`config.mk`:
```
export PLATFORM = sky130hd
export DESIGN_NAME = pixel_writer
export DESIGN_NICKNAME = d
export VERILOG_FILES = /design/src/rtl/fb_pkg.sv /design/src/rtl/pixel_fifo.sv /design/src/rtl/pixel_writer.sv
export SDC_FILE = /design/constraint.sdc
export NUM_CORES = 1
export LEC_CHECK = 0
export BUFFER_PORTS_ARGS = -buffer_cell sky130_fd_sc_hd__buf_2
export CAP_MARGIN = 10
export CORE_UTILIZATION = 60
export DETAILED_ROUTE_END_ITERATION = 8
export GPL_TIMING_DRIVEN = 0
export PLACE_DENSITY = 0.79
export RECOVER_POWER = 50
export SLEW_MARGIN = 15
export SYNTH_ARGS = -nofsm -noshare
export SYNTH_HDL_FRONTEND = slang
export SYNTH_SLANG_ARGS = --single-unit
```
`constraint.sdc`:
```
create_clock -name clk -period 10.7 [get_ports clk]
set_clock_uncertainty 0.05 [all_clocks]
set_input_delay 0.535 -clock clk [delete_from_list [all_inputs] [get_ports clk]]
set_output_delay 0.535 -clock clk [all_outputs]
set_load 0.05 [all_outputs]
```
`src/rtl/fb_pkg.sv`:
```
// Shared framebuffer geometry, pixel record and writer FSM states
// for the pixel sink and its buffer.
package fb_pkg;

    localparam int H_RES      = 640;
    localparam int V_RES      = 480;
    localparam int FB_SIZE    = H_RES * V_RES;
    localparam int FIFO_DEPTH = 8;
    localparam int DROP_W     = 16;

    typedef logic [9:0]  x_t;
    typedef logic [8:0]  y_t;
    typedef logic [18:0] fb_addr_t;

    typedef struct packed {
        x_t   x;
        y_t   y;
        logic color;
    } pixel_t;

    typedef enum logic [1:0] {
        IDLE,
        WRITE,
        CLEAR
    } pw_state_t;

    // y*640 + x built from y*512 + y*128 so no multiplier is inferred.
    function automatic fb_addr_t pix_addr(input x_t x, input y_t y);
        fb_addr_t yy;
        yy = {10'd0, y};
        return (yy << 9) + (yy << 7) + {9'd0, x};
    endfunction

endpackage

```
`src/rtl/pixel_fifo.sv`:
```
// Synchronous FIFO of pixel records; the head is visible on rd_data
// whenever empty is low. Caller never pushes when full or pops when empty.
module pixel_fifo
    import fb_pkg::*;
#(
    parameter int DEPTH = FIFO_DEPTH
) (
    input  logic   clk,
    input  logic   reset,
    input  logic   push,
    input  pixel_t wr_data,
    input  logic   pop,
    output pixel_t rd_data,
    output logic   full,
    output logic   empty
);

    localparam int AW = $clog2(DEPTH);

    logic [AW-1:0] wr_ptr;
    logic [AW-1:0] rd_ptr;
    logic [AW:0]   count;
    pixel_t        mem [DEPTH];

    always_ff @(posedge clk or negedge reset) begin
        if (!reset) begin
            wr_ptr <= '0;
            rd_ptr <= '0;
            count  <= '0;
        end else begin
            if (push) wr_ptr <= wr_ptr + 1'b1;
            if (pop)  rd_ptr <= rd_ptr + 1'b1;
            case ({push, pop})
                2'b10:   count <= count + 1'b1;
                2'b01:   count <= count - 1'b1;
                default: count <= count;
            endcase
        end
    end

    always_ff @(posedge clk) begin
        if (push) mem[wr_ptr] <= wr_data;
    end

    assign rd_data = mem[rd_ptr];
    assign full    = (count == (AW+1)'(DEPTH));
    assign empty   = (count == '0);

endmodule

```
`src/rtl/pixel_writer.sv`:
```
// Pixel stream sink: buffers (x, y, colour) writes, range-checks them and
// drives a 1-bpp framebuffer write port; also performs a full-screen clear.
module pixel_writer
    import fb_pkg::*;
#(
    parameter int CLEAR_LEN = FB_SIZE
) (
    input  logic              clk,
    input  logic              reset,
    // Handshake: a pixel transfers on any posedge where pix_valid && pix_ready.
    input  logic              pix_valid,
    output logic              pix_ready,
    input  logic [9:0]        pix_x,
    input  logic [8:0]        pix_y,
    input  logic              pix_color,
    input  logic              clear_req,
    input  logic              clear_color,
    output logic [18:0]       fb_addr,
    output logic              fb_wdata,
    output logic              fb_we,
    input  logic              fb_wait,
    output logic              busy,
    output logic              clear_done,
    output logic [DROP_W-1:0] drop_cnt,
    output pw_state_t         dbg_state
);

    localparam x_t       X_LIM     = x_t'(H_RES);
    localparam y_t       Y_LIM     = y_t'(V_RES);
    localparam fb_addr_t LAST_ADDR = fb_addr_t'(CLEAR_LEN - 1);

    pw_state_t state, state_nxt;
    pixel_t    head;
    logic      fifo_full, fifo_empty;
    logic      clear_pending, clear_col;
    logic      accept, in_range, push;
    logic      pop, load_pix, start_clear, step_clear, finish_clear, stop_wr;

    assign in_range  = (pix_x < X_LIM) && (pix_y < Y_LIM);
    assign pix_ready = reset && !fifo_full && !clear_pending && (state != CLEAR);
    assign accept    = pix_valid && pix_ready;
    assign push      = accept && in_range;
    assign busy      = !fifo_empty || (state != IDLE) || clear_pending;
    assign dbg_state = state;

    pixel_fifo #(.DEPTH(FIFO_DEPTH)) u_fifo (
        .clk     (clk),
        .reset   (reset),
        .push    (push),
        .wr_data ('{x: pix_x, y: pix_y, color: pix_color}),
        .pop     (pop),
        .rd_data (head),
        .full    (fifo_full),
        .empty   (fifo_empty)
    );

    always_ff @(posedge clk or negedge reset) begin
        if (!reset) state <= IDLE;
        else        state <= state_nxt;
    end

    always_comb begin
        state_nxt    = state;
        pop          = 1'b0;
        load_pix     = 1'b0;
        start_clear  = 1'b0;
        step_clear   = 1'b0;
        finish_clear = 1'b0;
        stop_wr      = 1'b0;
        case (state)
            IDLE: begin
                if (!fifo_empty) begin
                    pop       = 1'b1;
                    load_pix  = 1'b1;
                    state_nxt = WRITE;
                end else if (clear_pending) begin
                    start_clear = 1'b1;
                    state_nxt   = CLEAR;
                end
            end
            WRITE: begin
                // Nothing moves while the memory stalls the current write.
                if (!fb_wait) begin
                    if (!fifo_empty) begin
                        pop      = 1'b1;
                        load_pix = 1'b1;
                    end else begin
                        stop_wr   = 1'b1;
                        state_nxt = IDLE;
                    end
                end
            end
            CLEAR: begin
                if (!fb_wait) begin
                    if (fb_addr == LAST_ADDR) begin
                        finish_clear = 1'b1;
                        state_nxt    = IDLE;
                    end else begin
                        step_clear = 1'b1;
                    end
                end
            end
            default: state_nxt = IDLE;
        endcase
    end

    always_ff @(posedge clk or negedge reset) begin
        if (!reset) begin
            fb_addr       <= '0;
            fb_wdata      <= 1'b0;
            fb_we         <= 1'b0;
            clear_done    <= 1'b0;
            clear_pending <= 1'b0;
            clear_col     <= 1'b0;
            drop_cnt      <= '0;
        end else begin
            clear_done <= finish_clear;
            if (load_pix) begin
                fb_addr  <= pix_addr(head.x, head.y);
                fb_wdata <= head.color;
                fb_we    <= 1'b1;
            end else if (start_clear) begin
                fb_addr  <= '0;
                fb_wdata <= clear_col;
                fb_we    <= 1'b1;
            end else if (step_clear) begin
                fb_addr <= fb_addr + 19'd1;
            end else if (stop_wr || finish_clear) begin
                fb_we <= 1'b0;
            end
            // A second request while one is pending or running is dropped.
            if (clear_req && !clear_pending && (state != CLEAR)) begin
                clear_pending <= 1'b1;
                clear_col     <= clear_color;
            end else if (start_clear) begin
                clear_pending <= 1'b0;
            end
            if (accept && !in_range && (drop_cnt != '1))
                drop_cnt <= drop_cnt + 1'b1;
        end
    end

endmodule

```
Word level (Yosys, flattened, before mapping)
Memories as Yosys holds them, arrays and structs flattened. Cells that the tools add are included.

RAM bits: 160. Register bits after elaboration: 52. Memories kept: 1. Bits of input ports: 26. Logic and storage cells: 99. Output and inout bits: 42.

Memory list: u_fifo.mem (words 8, bits a word 20, read ports 1, clocked after Yosys merged registers in 0, wr ports 1, RTL line pixel_fifo.sv:23) `pixel_t mem [DEPTH];`.

Order comparisons: 2. Mux-type cells: 36. Reductions and logical operators: 27. Equal/unequal tests: 14. Add/subtract/negate cells: 8.

Operators by type and width (number): $mux 19 (3); $mux 1 (24); $add 18x16->19 (1); $add 19x1->19 const B (1); $add 19x10->19 (1); $eq 19x19->1 const B (1); $add 16x1->16 const B (1); $ne 16x16->1 const B (1); $mux 2 (6); $logic_and 1x1->1 (10); $lt 10x10->1 const B (1); $ne 2x2->1 const B (5); $lt 9x9->1 const B (1); $pmux 4 s2 (1); $reduce_bool 2->1 (4); $add 3x1->3 const B (2); $pmux 2 s3 (1); $reduce_bool 3->1 (2); $reduce_and 5->1 (1); $add 4x1->4 const B (1); $eq 2x1->1 const B (2); $eq 2x2->1 const B (2); $eq 4x4->1 const B (1); $logic_not 1->1 (4); other kinds (8) (10).

Logic depth before layout (Yosys ltp)
Gate-level depths: netlist (run 1).

Depth in word-level cells: 9. Gate-level depth with buffers: 14. Mapped depth without buffers: 11.

Modules after synthesis
From an unflattened synthesis (run 1), not the netlist that was laid out.

Cell total of the unflattened synthesis: 609. Area total of the unflattened synthesis: 9611.7 um^2.

By module, submodules not included: pixel_fifo (cells an instance 286, times used 1, area each 6727.7 um^2, sequential area each 5054.8 um^2); pixel_writer (cells an instance 323, times used 1, area each 2884.0 um^2, sequential area each 1051.0 um^2).

Worst setup path before layout (run 1)
No wires, ideal clock.

Path kind: reg2reg. Start: register state[0] (netlist: dbg_state[0]). End: memory u_fifo.mem[1][0] (netlist bit), enable pin. Data required time: 10.228 ns. Data arrival time: 3.882 ns. Stages on the path, launching flop included: 7. Slack: 6.346 ns. Setup time: 0.422 ns. Cell sequence: dfrtp_1 -> buf_2 -> nor2b_1 -> a2111oi_4 -> nand4_1 -> or2_2 -> nor3_1.

Cells in the longest elaborated chain, start to end: 6.

RTL lines: from (decl) (RTL line pixel_writer.sv:32) `pw_state_t state, state_nxt;`; from (signal assigned) (RTL line pixel_writer.sv:59) `else state <= state_nxt;`; $ne 2x2->1 (RTL line pixel_writer.sv:40) `assign pix_ready = reset && !fifo_full && !clear_pending && (state != CLEAR);`; $logic_and 1x1->1 (RTL line pixel_writer.sv:40); named net pix_ready (RTL line pixel_writer.sv:12) `output logic pix_ready,`; $logic_and 1x1->1 (RTL line pixel_writer.sv:41) `assign accept = pix_valid && pix_ready;`; $logic_and 1x1->1 (RTL line pixel_writer.sv:42) `assign push = accept && in_range;`; $mux 1 (RTL line pixel_fifo.sv:42) `if (push) mem[wr_ptr] <= wr_data;`; $mux 1 (implied by the code) (RTL line pixel_fifo.sv:42); to (decl) (RTL line pixel_fifo.sv:23).

The timed path passes the listed nets, and every way through them passes these cells.

Worst setup path after layout (run 1)
Start: input reset. End: memory u_fifo.mem[0][18] (netlist bit), enable pin.

Cells in the longest elaborated chain, start to end: 7.

RTL lines: from (decl) (RTL line pixel_writer.sv:9) `input logic reset,`; $logic_and 1x1->1 (3 in a row) (RTL line pixel_writer.sv:40); $logic_and 1x1->1 (RTL line pixel_writer.sv:41); $logic_and 1x1->1 (RTL line pixel_writer.sv:42); $mux 1 (RTL line pixel_fifo.sv:42); $mux 1 (implied by the code) (RTL line pixel_fifo.sv:42).

No other way between the ends.

==> results.md, run 1 <==
* Fin crit share at 47.6%
* First-pass GRT wire length at between 30000 and 40000 um
* Violated checks: capacitance limit, slew limit
* Critical Path Source Type: input port
* Post-synth EDFFs at between 150 and 200
* R2r setup slk at about 5.7 ns
* Primary FF master, synth: edfxtp_1
* Sequential area share after synthesis at a little under two thirds
* Net Switching at 1.23 mW
* Design area at approximately 0.011 mm2
* Most common cell in the synthesized netlist: edfxtp_1
* Peak VDD IR at 0.000174 V
* Arrival time worst endpoint at 5.28 ns
* WL/cell at roughly 23 um
* Leading area contributor after synthesis: edfxtp_1
* Final Wtd Congestion at 0.883
* I/O pin count at a little under 70
* Internal power at a little under 2 mW
* Number of DRC markers in iteration 0 at between 500 and 600
* Site row count at 45
* Clock Latency Late Sink at approximately 0.52 ns
* Outcome: complete, but fails checks
* Synthesized area per cell at approximately 15 um2
* Hpwl dp at around 14000 um
* Critical path peak fanout at 53
* TritonRoute pass-1 iters at 5
* Final hold vios at 0
* RSZ-0062 raised after global routing: no
* Pleak at between 4 and 5 nW
* Die W at 128 um
* Final nets at between 700 and 800
* DIE AREA at around 0.016 mm2
* Clock Pin Slew Worst Setup and Hold Paths at 0.06 ns
* Fraction of layout cells with a size suffix above 1 at between 20% and 30%
* Slew @ Worst Pin at about 2.9 ns
* Slew HR at -90.4%
* Ys async rst share at around 25%
* Post-CTS setup buffer count at 0
* Setup TNS at 0 ns
* Post-layout min period at about 5.1 ns
* Initial Util at 62.2%
* Synth area leaders: edfxtp_1, dfrtp_1, mux4_2
* Worst hold path class: input port to register
* Vias in the first global route at between 6000 and 7000
* Core area at 0.0154 mm2
* CTS Sinks at about 210
* Initial antenna violation count at 0
* Number of remaining DRC errors at 0
* Mapped Nets at 676
* Syn Inst Count at ~620
* PD cells at around 290 mW/mm2
* Largest net degree at the start of global routing at 54
* Die Y at 128 um
* Pins over their slew limit at between 50 and 60
* H-tree depth at 1
* Sequential power share at roughly a third
* DR vias at roughly 6000
* Post-route ant nets at 0
* Critical path endpoint category: register
* Max cap viols at 1
* Root Driver: clkbuf_16
* Synth top area share at 50.1%
* CTS tree: yes
* CTS Buf Count at 23
* Switching share of total power at around two fifths
* Combinational Power Share at between 40% and 50%
* IO Port Bufs at between 60 and 70
* ANT cells at 0
* Ys Warns at 0
* Congestion Overflow GR at 0
* Yosys cell types at 64
* Post-Syn Area at ~0.0096 mm2
* CP Data Required Time at roughly 11 ns
* Final setup fails at 0
* Clock share of power at roughly a quarter
* Final wirelength at approximately 21000 um
* Post-cts resize count at 0
* DR vias/cell at roughly 6.3
* Area after DPL at 0.0103 mm2
* Area Overhead vs Synth at 14.2%
* CTS Hold Buffers Added at 0
* Longest Clk Path Bufs at 3
* Post-synth top cells: edfxtp_1, dfrtp_1, mux4_2
* GRT Overall Usage at roughly 27%
* #FFs+latches synth at around 210
* Crit path kind: input port to register
* Fmax at about 0.20 GHz
power by group through the flow:
stage / registers (mW) / logic (mW) / clock network [mW]
2_1_floorplan: 1.14 / 0.967 / 0
3_5_place_dp: 1.04 / 1.40 / 0
5_1_grt: 1.04 / 1.56 / 0.796
3_3_place_gp: 1.04 / 1.36 / 0
4_1_cts: 1.03 / 1.42 / 0.763
6_report: 1.03 / 1.43 / 0.757
cell families after synthesis:
logic type / after synthesis / share of synthesized area [%]
DFF: 212 / 63.7
and+or+nand+nor: 158 / 8.48
AOI/OAI and AO/OA: 93 / 7.36
muxes: 68 / 12.5
buffers and inverters: 42 / 2.13
adders and majority gates: 27 / 3.76
xor gates and xnor gates: 23 / 2.10
through the flow:
stage	hold slack (ns)	setup WS [ns]	power, mW	util, %	instances
CTS	0.196	5.69	3.21	71.3	943
finish	0.204	5.60	3.21	71.0	943
global placement	0.412	4.63	2.39	66.0	901
detailed placement	0.425	5.72	2.45	66.7	905
floorplan	0.189	6.35	2.11	-	623
global route	0.202	4.99	3.39	71.0	943
layout by cell type (no fill, tap or decap), types with 10 or more instances in the layout:
master and instances:
edfxtp_1 160, dfrtp_1 52, clkbuf_1 49, mux4_2 40, buf_2 36, nand2_1 30, nor2_1 29, ha_1 24
clkbuf_16 23, nand3_1 20, inv_1 19, a21oi_1 17, nor3_1 16, xor2_1 15, mux2_2 14, mux2i_1 14
nor4_1 12, o21ai_0 10, o22a_1 10
sequential cells by signal, indices dropped and copies added (netlist names):
register	flops
u_fifo.mem	160
fb_we	1
fb_addr	19
u_fifo.rd_ptr	3
dbg_state	2
u_fifo.wr_ptr	3
u_fifo.count	4
clear_done	1
clear_pending	1
clear_col	1
fb_wdata	1
drop_cnt	16
critical path, stage by stage:
cell and delay (ns):
clkbuf_1 1.99, inv_1 0.28, a2111oi_4 0.57, nand4_1 0.34
nand2b_1 0.42, nor3_2 0.70, buf_6 0.25, buf_6 0.17
per-layer routing:
| metal | vias to the layer above | track usage, % | wire (um) | share of wire, % |
|---|---|---|---|---|
| met5 | - | 0 | 0 | 0 |
| met4 | 0 | 11.1 | 689 | 3.2 |
| met3 | 49 | 4.66 | 1500 | 7.0 |
| met2 | 278 | 44.2 | 10400 | 49 |
| met1 | 2990 | 37.0 | 8780 | 41 |
| li1 | 2665 | - | - | - |
final cells by class:
| type | instances | area (um2) |
|---|---|---|
| multi-input cells | 369 | 3330 |
| plain buffers | 22 | 128 |
| flip-flops and latches | 212 | 6110 |
| well taps | 211 | 264 |
| inverters | 20 | 75.1 |
| fillers | 1031 | 4480 |
| repair buffers | 71 | 327 |
| clock inverters | 10 | 100 |
| clock buffers | 28 | 614 |
path summary, 6_finish.rpt:
check	from	end	depth (start not counted)
hold / removal	clear_color	clear_col$_DFFE_PN0P_	2
setup reg to reg	u_fifo.rd_ptr[1]$_DFFE_PN0N_	fb_addr[16]$_DFFE_PN0P_	13
setup / recovery	reset	u_fifo.mem[0][18]$_DFFE_PP_	8
max in group asynchronous	reset	drop_cnt[0]$_DFFE_PN0P_	1
min in group asynchronous	reset	u_fifo.rd_ptr[0]$_DFFE_PN0N_	1
hold reg to reg	fb_wdata$_DFFE_PN0P_	fb_wdata$_DFFE_PN0P_	2
Note: power is estimated with default switching activity, not from simulation.
==> run 2: changes to the inputs <==
ABC_AREA = 1   (was not set)
clock period = 5.05 ns   (was 10.7 ns; I/O delays follow)
==> run 2 against run 1 <==
Net effect:
- the flow now finishes without violations
- power increased to 2.6 times the previous value
- register-to-register slack got worse by 4.8 ns
- hold slack got worse by 0.12 ns
- utilization decreased by 0.42 points
- combinational power increased to 3.0 times the previous value
==> results.md, run 2 <==
* Congestion Overflow GR at 0 (unchanged)
* Post-layout min period at between 4 and 5 ns
* Initial antenna violation count at 0 (unchanged)
* Most frequent cells in the layout: nand2_1, edfxtp_1, nor2_1
* Cell family with most CP delay: buffers and inverters
* Pins over their slew limit at 0 (-100%)
* Die Y at 132 um (+2.9%)
* Largest registers: u_fifo.mem x160, fb_addr x19, drop_cnt x16
* Commonest non-fill, non-tap cell in the layout: nand2_1
* CTS Sinks at 212 (unchanged)
* Post-Syn Area at 0.0102 mm2 (+5.9%)
* Clock Latency Late Sink at 0.51 ns (about the same)
* Most common cell in the synthesized netlist: nand2_1
* Post-cts resize count at 0 (unchanged)
* Clock Pin Slew Worst Setup and Hold Paths at 0.06 ns (about the same)
* Fmax at 0.239 GHz
* Final wirelength at 24200 um (+14%)
* Number of DRC markers in iteration 0 at 682 (+25%)
* First-pass GRT wire length at 38400 um (+16%)
* Worst hold slack at 0.0852 ns (-0.119 ns)
* Synth top area share at 47.3% (-2.8 points)
* Synthesized area per cell at 10.0 um2 (-35%)
* I/O pin count at 68 (unchanged)
* Primary FF master, synth: edfxtp_1
* Final setup fails at 0 (unchanged)
* CP Launch Point: u_fifo.rd_ptr[1]$_DFFE_PN0N_
* DIE AREA at 0.0175 mm2 (+5.8%)
* Synth area leaders: edfxtp_1, dfrtp_1, nand2_1
* Arrival time worst endpoint at 4.53 ns (-0.75 ns)
* TritonRoute pass-1 iters at 6 (+1)
* Ys Warns at 0 (unchanged)
* Mapped Nets at 1067 (+58%)
* GRT Overall Usage at 28.6% (+1.4 points)
* WL/cell at 17.8 um (-21%)
* H-tree depth at 1 (unchanged)
* Fin crit share at between 80% and 90%
* Vias in the first global route at 7423 (+22%)
* CTS tree: yes
* DR vias at 7848 (+31%)
* Fraction of layout cells with a size suffix above 1 at 11.3% (-11 points)
* Top reg by flops: u_fifo.mem
* Largest net degree at the start of global routing at 54 (unchanged)
* Critical path endpoint category: register
* PD cells at 713 mW/mm2 (+140%)
* Syn Inst Count at 1014 (+63%)
* Worst Setup EP: fb_addr[16]$_DFFE_PN0P_
* Site row count at 47 (+4.4%)
* Dpl ws at 0.994 ns (-4.73 ns)
* CP max-delay cell: fa_1
* Final Wtd Congestion at 0.885 (+0.17%)
* Post-route ant nets at 0 (unchanged)
* Worst path cell trace: buf_2, inv_1, clkbuf_1, o21ai_0, o22ai_1, nand2_1, o21ai_1, inv_1, fa_1, inv_1, fa_1, nand3_1, nand2_1, nand2_1, nand2_1, or2_2, nand3_1, nand2_1, nand2_1, nand2_1
* Outcome: completed
* Pleak at 4.72 nW (+16%)
* Peak VDD IR at 0.000527 V (+200%)
* Critical path peak fanout at 10 (-81%)
* RR Startpoint: u_fifo.rd_ptr[1]$_DFFE_PN0N_
* Layout fillers at 1238 (+20%)
* Longest Clk Path Bufs at 3 (unchanged)
* Final hold vios at 0 (unchanged)
* Most frequent CP cell: nand2_1
* Post-CTS setup buffer count at 0 (unchanged)
* Root Driver: clkbuf_16
* Die W at 132 um (+2.9%)
* Area Overhead vs Synth at 15.2%
* Sequential area share after synthesis at 60.1% (-3.6 points)
* #FFs+latches synth at 212 (unchanged)
* CP Depth at 20 (+12)
* Number of remaining DRC errors at 0 (unchanged)
* Worst path buffer plus inverter count at 5 (+1)
* Final std cells w/o fill at 1357 (+44%)
* Post-synth EDFFs at 160 (unchanged)
* Leading area contributor after synthesis: edfxtp_1
* RSZ-0062 raised after global routing: no
* Design area at 0.0117 mm2 (+6.9%)
* Finished Core Util at 70.5% (-0.42 points)
* Crit path kind: register to register
* Ys async rst share at 24.5% (unchanged)
* Setup TNS at 0 ns (unchanged)
* Final nets at 1174 (+52%)
* ANT cells at 0 (unchanged)
* Yosys cell types at 45 (-30%)
* Largest register FFs at 160 (unchanged)
* FF-to-FF End: fb_addr[16]$_DFFE_PN0P_
* R2r setup slk at 0.87 ns (-4.79 ns)
* Critical Path Source Type: register
* CTS Buf Count at 22 (-4.3%)
* DP Cell Count at 1301 (+44%)
* Post-synth top cells: nand2_1, edfxtp_1, nor2_1
* Max cap viols at 0 (-1)
* CP peak stage delay at 0.55 ns (-1.44 ns)
* Area after DPL at 0.0108 mm2 (+5.3%)
* Pwr Total at 8.34 mW (+160%)
* IO Port Bufs at 67 (unchanged)
* CTS Hold Buffers Added at 16 (+16)
* Final setup margin at 0.873 ns (-4.73 ns)
* CP Data Required Time at 5.40 ns (-5.48 ns)
* Hpwl dp at 15600 um (+13%)
* Slew HR at 43.8% (+130 points)
* Core area at 0.0166 mm2 (+7.5%)
* DR vias/cell at 5.78 (-8.8%)
* Slew @ Worst Pin at 0.841 ns (-2.01 ns)
* R2R cell count at 20 (+7)
* Worst hold path class: input port to register
* Initial Util at 61.2% (-0.92 points)
## run 2: cell types whose count changed in the layout (fill, tap and decap cells not counted), sizes merged, moves of 8 or more
cell,change
and3,-8
dlygate4sd3,+16
inv,+52
mux2,-13
mux2i,-14
mux4,-40
nand2,+211
nand3,+54
nor2,+103
nor4,-11
o21ai,+88
o22a,-10
o22ai,+12
xor2,+8
## run 2: how the worst min path moves through the flow
stage / startpoint / endpoint / slack, ns / cells after the start
2_1_floorplan: reset / clear_col$_DFFE_PN0P_ / -0.09 / 0
3_3_place_gp: clear_color / clear_col$_DFFE_PN0P_ / 0.44 / 2
3_5_place_dp: reset / fb_addr[12]$_DFFE_PN0P_ / 0.30 / 1
4_1_cts: pix_x[8] / u_fifo.mem[1][18]$_DFFE_PP_ / 0.0006 / 1
5_1_grt: pix_x[8] / u_fifo.mem[3][18]$_DFFE_PP_ / 0.1 / 1
6_report: pix_x[7] / u_fifo.mem[7][17]$_DFFE_PP_ / 0.09 / 1
## run 2: cells by family (layout without fill, tap and decap cells)
kind of cell / Yosys count / count (layout) / synth area share (%)
mux: 1 / 1 / 0.111
flops: 212 / 212 / 60.1
compound gates: 153 / 153 / 8.57
fa+ha+maj: 27 / 27 / 3.55
xor+xnor: 29 / 29 / 2.50
simple gates: 479 / 479 / 20.4
buf+inv: 113 / 236 / 4.79
## run 2: area by class of cell
type,instances,area [um2],share of cell area [%]
Buffer,37,199,1.70
Clock buffer,28,624,5.34
Clock inverter,12,143,1.22
Inverter,76,288,2.46
Multi-Input combinational cell,689,3610,30.9
Sequential cell,212,6110,52.2
Tap cell,220,275,2.35
Timing Repair Buffer,83,450,3.85
## run 2: where the power goes
part,switching (mW),internal (mW)
logic,2.96,1.37
registers,0.225,2.09
clock network,0.663,1.03
total,3.85,4.49
## run 2: per-layer routing
metal | up-vias | wire length, um | track usage (%)
met3 | 65 | 2120 | 3.58
met1 | 3683 | 9700 | 38.8
met2 | 416 | 11500 | 46.7
li1 | 3684 | - | -
met5 | - | 0 | 0
met4 | 0 | 869 | 12.3
## run 2: worst register-to-register path, stage by stage, from the launching register on
cell and delay (ns):
dfrtp_1 0.40, buf_2 0.18, inv_1 0.09, clkbuf_1 0.54, o21ai_0 0.23, o22ai_1 0.18, nand2_1 0.07, o21ai_1 0.24
inv_1 0.13, fa_1 0.55, inv_1 0.07, fa_1 0.46, nand3_1 0.10, nand2_1 0.12, nand2_1 0.08, nand2_1 0.06
or2_2 0.27, nand3_1 0.09, nand2_1 0.06, nand2_1 0.06, nand2_1 0.05
